File: config.mk
export PLATFORM = sky130hd
export DESIGN_NAME = mult_complex_flat
export DESIGN_NICKNAME = d
export VERILOG_FILES = /design/src/rtl/mult_complex_if.sv /design/src/rtl/mult_complex.sv /design/src/flat_wrapper.sv
export SDC_FILE = /design/constraint.sdc
export NUM_CORES = 2
export LEC_CHECK = 0
export ABC_AREA = 1
export CAP_MARGIN = 0
export CORE_UTILIZATION = 45
export CTS_CLUSTER_SIZE = 28
export DETAILED_ROUTE_END_ITERATION = 12
export PLACE_DENSITY_LB_ADDON = 0.1
export SYNTH_ARGS = -nofsm -noshare
export SYNTH_HDL_FRONTEND = slang
export SYNTH_SLANG_ARGS = --single-unit
File: constraint.sdc
create_clock -name clk -period 7.4 [get_ports clk]
set_clock_uncertainty 0.05 [all_clocks]
set_input_delay 0.74 -clock clk [delete_from_list [all_inputs] [get_ports clk]]
set_output_delay 0.74 -clock clk [all_outputs]
set_load 0.005 [all_outputs]
File: src/rtl/mult_complex_if.sv
// Operand/result bundle for the pipelined complex multiplier.
// The master drives the sample, the coefficient and the stall control.
// The slave (the multiplier) returns the registered product.
interface mult_complex_if #(
    parameter int unsigned DATA_WIDTH = 16
);
    logic                         en;
    logic                         valid_in;
    logic signed [DATA_WIDTH-1:0] data_in_i;
    logic signed [DATA_WIDTH-1:0] data_in_q;
    logic signed [DATA_WIDTH-1:0] coef_i;
    logic signed [DATA_WIDTH-1:0] coef_q;
    logic                         valid_out;
    logic signed [DATA_WIDTH-1:0] data_out_i;
    logic signed [DATA_WIDTH-1:0] data_out_q;
    logic                         sat_flag;

    modport master (
        output en,
        output valid_in,
        output data_in_i,
        output data_in_q,
        output coef_i,
        output coef_q,
        input  valid_out,
        input  data_out_i,
        input  data_out_q,
        input  sat_flag
    );

    modport slave (
        input  en,
        input  valid_in,
        input  data_in_i,
        input  data_in_q,
        input  coef_i,
        input  coef_q,
        output valid_out,
        output data_out_i,
        output data_out_q,
        output sat_flag
    );
endinterface

File: src/rtl/mult_complex.sv
// Three-stage signed complex multiplier, Q1.(DATA_WIDTH-1) in and out.
// S1 registers the operands, S2 forms the four partial products, and S3 combines,
// rounds half up and saturates them. A single enable stalls every register, and a
// 3-bit valid chain travels with the data.
module mult_complex #(
    parameter int unsigned DATA_WIDTH = 16
) (
    input  logic          clk,
    input  logic          rst,
    mult_complex_if.slave bus
);
    localparam int unsigned PW = 2 * DATA_WIDTH;   // full product width
    localparam int unsigned SW = PW + 1;           // sum/difference width, no overflow

    typedef logic signed [DATA_WIDTH-1:0] samp_t;
    typedef logic signed [PW-1:0]         prod_t;
    typedef logic signed [SW-1:0]         sum_t;

    // Round half up, drop the DATA_WIDTH-1 fraction bits, and clip to the output range.
    // Returns {clipped, value}.
    function automatic logic [DATA_WIDTH:0] round_sat(input sum_t x);
        sum_t rnd;
        sum_t hi;
        sum_t lo;
        sum_t r;
        rnd                   = '0;
        rnd[DATA_WIDTH-2]     = 1'b1;
        hi                    = '0;
        hi[DATA_WIDTH-2:0]    = '1;
        lo                    = '1;
        lo[DATA_WIDTH-2:0]    = '0;
        r = (x + rnd) >>> (DATA_WIDTH - 1);
        if (r > hi) begin
            round_sat = {1'b1, hi[DATA_WIDTH-1:0]};
        end else if (r < lo) begin
            round_sat = {1'b1, lo[DATA_WIDTH-1:0]};
        end else begin
            round_sat = {1'b0, r[DATA_WIDTH-1:0]};
        end
    endfunction

    // Operand registers (S1)
    samp_t a_q;
    samp_t b_q;
    samp_t c_q;
    samp_t d_q;

    // Partial product registers (S2)
    prod_t pr1_q;
    prod_t pr2_q;
    prod_t pi1_q;
    prod_t pi2_q;
    prod_t pr1_d;
    prod_t pr2_d;
    prod_t pi1_d;
    prod_t pi2_d;

    // Output registers (S3)
    samp_t re_q;
    samp_t im_q;
    logic  sat_q;
    samp_t re_d;
    samp_t im_d;
    logic  sat_d;
    sum_t  re_sum;
    sum_t  im_sum;
    logic  sat_re;
    logic  sat_im;

    // valid_q[0] tracks S1, valid_q[2] tracks the output stage
    logic [2:0] valid_q;

    // S1: capture the operands on every enabled edge, valid or not
    always_ff @(posedge clk or posedge rst) begin
        if (rst) begin
            a_q <= '0;
            b_q <= '0;
            c_q <= '0;
            d_q <= '0;
        end else if (bus.en) begin
            a_q <= bus.data_in_i;
            b_q <= bus.data_in_q;
            c_q <= bus.coef_i;
            d_q <= bus.coef_q;
        end
    end

    // S2 next state: the four full-width signed partial products
    always_comb begin
        pr1_d = prod_t'(a_q) * prod_t'(c_q);
        pr2_d = prod_t'(b_q) * prod_t'(d_q);
        pi1_d = prod_t'(a_q) * prod_t'(d_q);
        pi2_d = prod_t'(b_q) * prod_t'(c_q);
    end

    // S2: hold the partial products
    always_ff @(posedge clk or posedge rst) begin
        if (rst) begin
            pr1_q <= '0;
            pr2_q <= '0;
            pi1_q <= '0;
            pi2_q <= '0;
        end else if (bus.en) begin
            pr1_q <= pr1_d;
            pr2_q <= pr2_d;
            pi1_q <= pi1_d;
            pi2_q <= pi2_d;
        end
    end

    // S3 next state: combine one bit wider than the products, then round and clip
    always_comb begin
        re_sum           = sum_t'(pr1_q) - sum_t'(pr2_q);
        im_sum           = sum_t'(pi1_q) + sum_t'(pi2_q);
        {sat_re, re_d}   = round_sat(re_sum);
        {sat_im, im_d}   = round_sat(im_sum);
        sat_d            = sat_re | sat_im;
    end

    // S3: registered outputs, including the saturation flag
    always_ff @(posedge clk or posedge rst) begin
        if (rst) begin
            re_q  <= '0;
            im_q  <= '0;
            sat_q <= 1'b0;
        end else if (bus.en) begin
            re_q  <= re_d;
            im_q  <= im_d;
            sat_q <= sat_d;
        end
    end

    // Valid shift chain, stalled together with the data
    always_ff @(posedge clk or posedge rst) begin
        if (rst) begin
            valid_q <= '0;
        end else if (bus.en) begin
            valid_q <= {valid_q[1:0], bus.valid_in};
        end
    end

    assign bus.valid_out  = valid_q[2];
    assign bus.data_out_i = re_q;
    assign bus.data_out_q = im_q;
    assign bus.sat_flag   = sat_q;

endmodule

File: src/flat_wrapper.sv
// flat-port wrapper written by rule: the top's interface ports become plain ports
module mult_complex_flat 
#(
    parameter int unsigned DATA_WIDTH = 16
)
  (clk, rst, bus_en, bus_valid_in, bus_data_in_i, bus_data_in_q, bus_coef_i, bus_coef_q, bus_valid_out, bus_data_out_i, bus_data_out_q, bus_sat_flag);
  mult_complex_if #(.DATA_WIDTH(DATA_WIDTH)) bus_i ();
  input  logic clk;
  input  logic rst;
  input wire logic [$bits(bus_i.en)-1:0] bus_en;
  input wire logic [$bits(bus_i.valid_in)-1:0] bus_valid_in;
  input wire logic [$bits(bus_i.data_in_i)-1:0] bus_data_in_i;
  input wire logic [$bits(bus_i.data_in_q)-1:0] bus_data_in_q;
  input wire logic [$bits(bus_i.coef_i)-1:0] bus_coef_i;
  input wire logic [$bits(bus_i.coef_q)-1:0] bus_coef_q;
  output wire logic [$bits(bus_i.valid_out)-1:0] bus_valid_out;
  output wire logic [$bits(bus_i.data_out_i)-1:0] bus_data_out_i;
  output wire logic [$bits(bus_i.data_out_q)-1:0] bus_data_out_q;
  output wire logic [$bits(bus_i.sat_flag)-1:0] bus_sat_flag;
  assign bus_i.en = bus_en;
  assign bus_i.valid_in = bus_valid_in;
  assign bus_i.data_in_i = bus_data_in_i;
  assign bus_i.data_in_q = bus_data_in_q;
  assign bus_i.coef_i = bus_coef_i;
  assign bus_i.coef_q = bus_coef_q;
  assign bus_valid_out = bus_i.valid_out;
  assign bus_data_out_i = bus_i.data_out_i;
  assign bus_data_out_q = bus_i.data_out_q;
  assign bus_sat_flag = bus_i.sat_flag;
  mult_complex #(.DATA_WIDTH(DATA_WIDTH)) u_core (.clk(clk), .rst(rst), .bus(bus_i));
endmodule
Word-level counts from Yosys, hierarchy flattened:

Index checks and enable logic that the tools add are counted.

* input port bits: 68
* flip-flop bits (word level): 228
* logic and storage cells: 29
* output and inout bits: 34

* mux-type cells: 4
* magnitude comparators: 4
* add/subtract/negate cells: 4
* bitwise logic cells: 1
* multipliers: 4

Operators by type and width (number)
* $mul A16 B16 Y32: 4
* $mux W17: 4
* $add A33 B16 Y33 const B: 2
* $gt A18 B16 Y1 const B: 2
* $lt A18 B16 Y1 const B: 2
* $add A32 B32 Y33: 1
* $sub A32 B32 Y33: 1
* $or A1 B1 Y1: 1

Depth between registers and ports, before layout:

* depth in word-level cells: 6
* mapped depth: 28
* depth with buffers taken out: 26

Least setup slack after synthesis:

No wires, ideal clock.

* path type: register -> register
* from: reg u_core.a_q[15]
* to: reg u_core.pr1_q[27]
* period minus slack after synthesis: 5.832 ns
* library setup time: 0.082 ns
* cell stages (with the launch flop): 21
* data arrival time: 5.700 ns
* setup slack: 1.568 ns
* cell sequence: dfrtp_1 clkbuf_1 clkbuf_1 nand2_1 inv_1 fa_1 fa_1 fa_1 fa_1 fa_1 inv_1 fa_1 inv_1 ha_1 a21oi_1 o21ai_0 a21oi_1 nand3_1 a21o_1 or2_2 a31oi_1

* cells in the longest elaborated chain, start to end: 1

RTL lines
* start: declaration: line mult_complex.sv:43 `samp_t a_q;`
* start signal: assignment: line mult_complex.sv:81 `a_q <= bus.data_in_i;`
* $mul A16 B16 Y32: line mult_complex.sv:90 `pr1_d = prod_t'(a_q) * prod_t'(c_q);`
* end signal: assignment: line mult_complex.sv:104 `pr1_q <= pr1_d;`
* end: declaration: line mult_complex.sv:49 `prod_t pr1_q;`

Every way passes these cells.
A chain may end at the register's enable or synchronous reset.

Worst setup path in the final report:

* from: reg u_core.b_q[10]
* to: reg u_core.pi2_q[27]

* cells in the longest elaborated chain, start to end: 1

RTL lines
* start: declaration: line mult_complex.sv:44 `samp_t b_q;`
* start signal: assignment: line mult_complex.sv:82 `b_q <= bus.data_in_q;`
* $mul A16 B16 Y32: line mult_complex.sv:93 `pi2_d = prod_t'(b_q) * prod_t'(c_q);`
* end signal: assignment: line mult_complex.sv:107 `pi2_q <= pi2_d;`
* end: declaration: line mult_complex.sv:52 `prod_t pi2_q;`

Every way passes these cells.

==> results.md <==
* Status: completed
* WL met1 at 76140 um
* Final Cycle Share at 95.36%
* Worst-margin pin slew at roughly 1.1 ns
* Synth area leaders: fa_1 (39%), nand2_1 (13%), inv_1 (13%)
* H-tree depth at 2
* Placed insts at 8498
* CTS tree: yes
* RePlAce Congestion at 0.9812
* Top delay family on crit path: adder cells
* Final Instance Area at around 0.058 mm2
* Number of nets with antenna violations after routing at 0
* Post-DP Area at 0.05702 mm2
* Yosys reg bits at between 200 and 250
* Hold Fails Final Rpt at 0
* Grt ovf at 0
* Synth Flop Type: dfrtp_1
* Initial Util at 45.61%
* Met3 WL at 10340 um
* Syn avg cell area at 7.758 um2
* Setup tns final at 0 ns
* GRT Overall Usage at roughly 28%
* Post-route DRC at 0
* Post-DR wirelength/cell at 18.92 um
* CP arrival at around 7.5 ns
* Slew Viols, Final at 0
* CP cell instances: buf_4 -> nand2_1 -> fa_1 -> inv_1 -> fa_1 -> fa_1 -> fa_1 -> fa_1 -> inv_1 -> fa_1 -> inv_1 -> ha_1 -> nand2_1 -> nor3_1 -> nand4_1 -> nand3_1 -> a21o_1 -> nand2_1 -> nand2_1 -> nand2_1 -> nand3_1 -> nand2_1
* DR vias/cell at a little under 5
* Fmax at 141.7 MHz
* Syn Nets at 8536
* Fillers at 11.99k
* Mapped Cells at about 7k
* Clock Tree Root: clkbuf_16
* HP Class: flip-flop to flip-flop
* Rel. slew slack at 24.89%
* Max Cap Viol at 0
* DR pass1 iterations at 6
* Slowest library cell on the worst path: dfrtp_1
* Most frequent cells in the layout: nand2_1 (1904), inv_1 (1877), fa_1 (1047), ha_1 (450), nor2_1 (278)
* Post-synth EDFFs at 0
* Die height at 348.6 um
* Area Growth Syn to Fin at 7.731%
* Most common cell after layout, fill and taps aside: nand2_1
* Sink Count at 228
* Crit path kind: flip-flop to flip-flop
* CTS Hold Buffers Added at 0
* Core area at 0.1186 mm2
* Final setup fails at 0
* Via count at 42.55k
* Share of the synthesized area in the top cell type at 38.80%
* CTS max path bufs at 3
* DR top layer: met4
* Register area share after synthesis at a little over a tenth
* Critical path launch point type: flip-flop
* RSZ-0062 raised after global routing: no
* Initial DRC Count at 3086
* Pin count of the biggest net entering global routing at 142
* Post-Syn Area at ~0.054 mm2
* Top cell type by total area after synthesis: fa_1
* Core Rows at about 130
* Post-Layout Cell Count at 8562
* Diode count at 0
* Critical path peak fanout at 19
* Yosys warning count at 0
* Endpoint class of the critical path: flip-flop
* Vias in the first global route at between 40k and 50k
* Nets at between 8k and 9k
* First-pass GRT wire length at 258300 um
* Req. time, crit path at 7.83 ns
* Clk slew on worst S/H paths at 0.05 ns
* DP HPWL at 136500 um
* Distinct cells, synth at 51
* Die area at 0.1215 mm2
* Min Tclk post-route at 7.057 ns
* Layout cells sized above 1 at 4.194%
* DRT Wirelength at 162000 um
* CTS buffer count at 36
* CP max stage delay at 0.91 ns
* # IOs at 102
* Antenna violations before repair at 3
* Clock Latency Late Sink at about 0.61 ns
* Die Width at between 300 and 400 um
* Post-layout util at approximately half
* Port bufs at 101
* Asr flop ratio synth at between 90% and 100%
* Buffer and inverter count on the worst path at 4
* Met2 wire length at roughly 72000 um
[cells in the mapped netlist, drive strengths merged (2+ instances only)]
cell type,instances
a31oi,30
or2,45
nand3,151
o211a,2
ha,450
nor4,4
nand2,1920
clkbuf,282
o21a,4
o22ai,6
o21bai,19
xor2,45
a211oi,2
o21ai,157
o2111ai,2
clkinv,2
a21boi,5
a21o,25
nor3,38
a21oi,217
dfrtp,228
inv,1881
xnor2,49
fa,1048
buf,13
nand4,33
o31ai,5
a31o,3
o211ai,7
nor2,284
nand3b,8
[sequential cells by signal (all words and copies together) (netlist names), 32 cells and up]
register,flops
u_core.pr2_q,32
u_core.pr1_q,32
u_core.pi1_q,32
u_core.pi2_q,32
[metrics by stage]
step	hold slack, ns	setup WS, ns
floorplan	0.3922	0.3621
global placement	0.4074	0.3386
detailed placement	0.4144	0.3763
CTS	0.4278	0.3817
global route	0.4567	0.03294
finish	0.4233	0.3433
[tightest hold or removal path, stage by stage (launching register included)]
cell     delay [ns]
dfrtp_1        0.34
nand2_1        0.05
nand2_1        0.05
[cell type report]
class,count,area (um2),area share (%)
clock buffers,47,1012,1.738
clock inverters,17,214.0,0.3673
inverters,1883,7081,12.16
multi-input cells,4564,40150,68.93
flip-flops and latches,228,5705,9.795
well taps,1600,2002,3.437
repair buffers,223,2082,3.574
[logic make-up (layout without fill, tap and decap cells)]
| family | count (synthesis) | in the layout | synth area share (%) |
|---|---|---|---|
| simple gates | 2486 | 2486 | 18.35 |
| fa+ha+maj | 1498 | 1498 | 49.21 |
| flops | 228 | 228 | 10.55 |
| buf+inv | 2178 | 2170 | 15.19 |
| compound gates | 486 | 486 | 5.172 |
| xor+xnor | 94 | 94 | 1.523 |
[final timing paths]
kind	cells after the start	to	from	slack (ns)
max in group asynchronous	3	u_core.d_q[2]	rst	5.39
worst min register to register	2	u_core.pr1_q[2]	u_core.pr1_q[2]	0.42
worst min-delay path	2	u_core.pr1_q[2]	u_core.pr1_q[2]	0.42
worst max register to register	22	u_core.pi2_q[27]	u_core.b_q[10]	0.34
worst max-delay path	22	u_core.pi2_q[27]	u_core.b_q[10]	0.34
min in group asynchronous	2	u_core.bus.sat_flag	rst	0.65
[timing repair]
action,CTS,global route
endpoints found under the setup margin,0,1
gates resized for setup,0,1
buffers inserted,0,0
[per-layer routing]
| layer | track usage, % | vias to the layer above |
|---|---|---|
| met4 | 5.997 | 0 |
| li1 | - | 20081 |
| met2 | 43.49 | 1073 |
| met5 | 0 | - |
| met3 | 4.152 | 124 |
| met1 | 40.86 | 21275 |
Power is left out: the tool's default activity adds up to more than one toggle a clock period on the data nets, which glitch-free logic cannot reach.
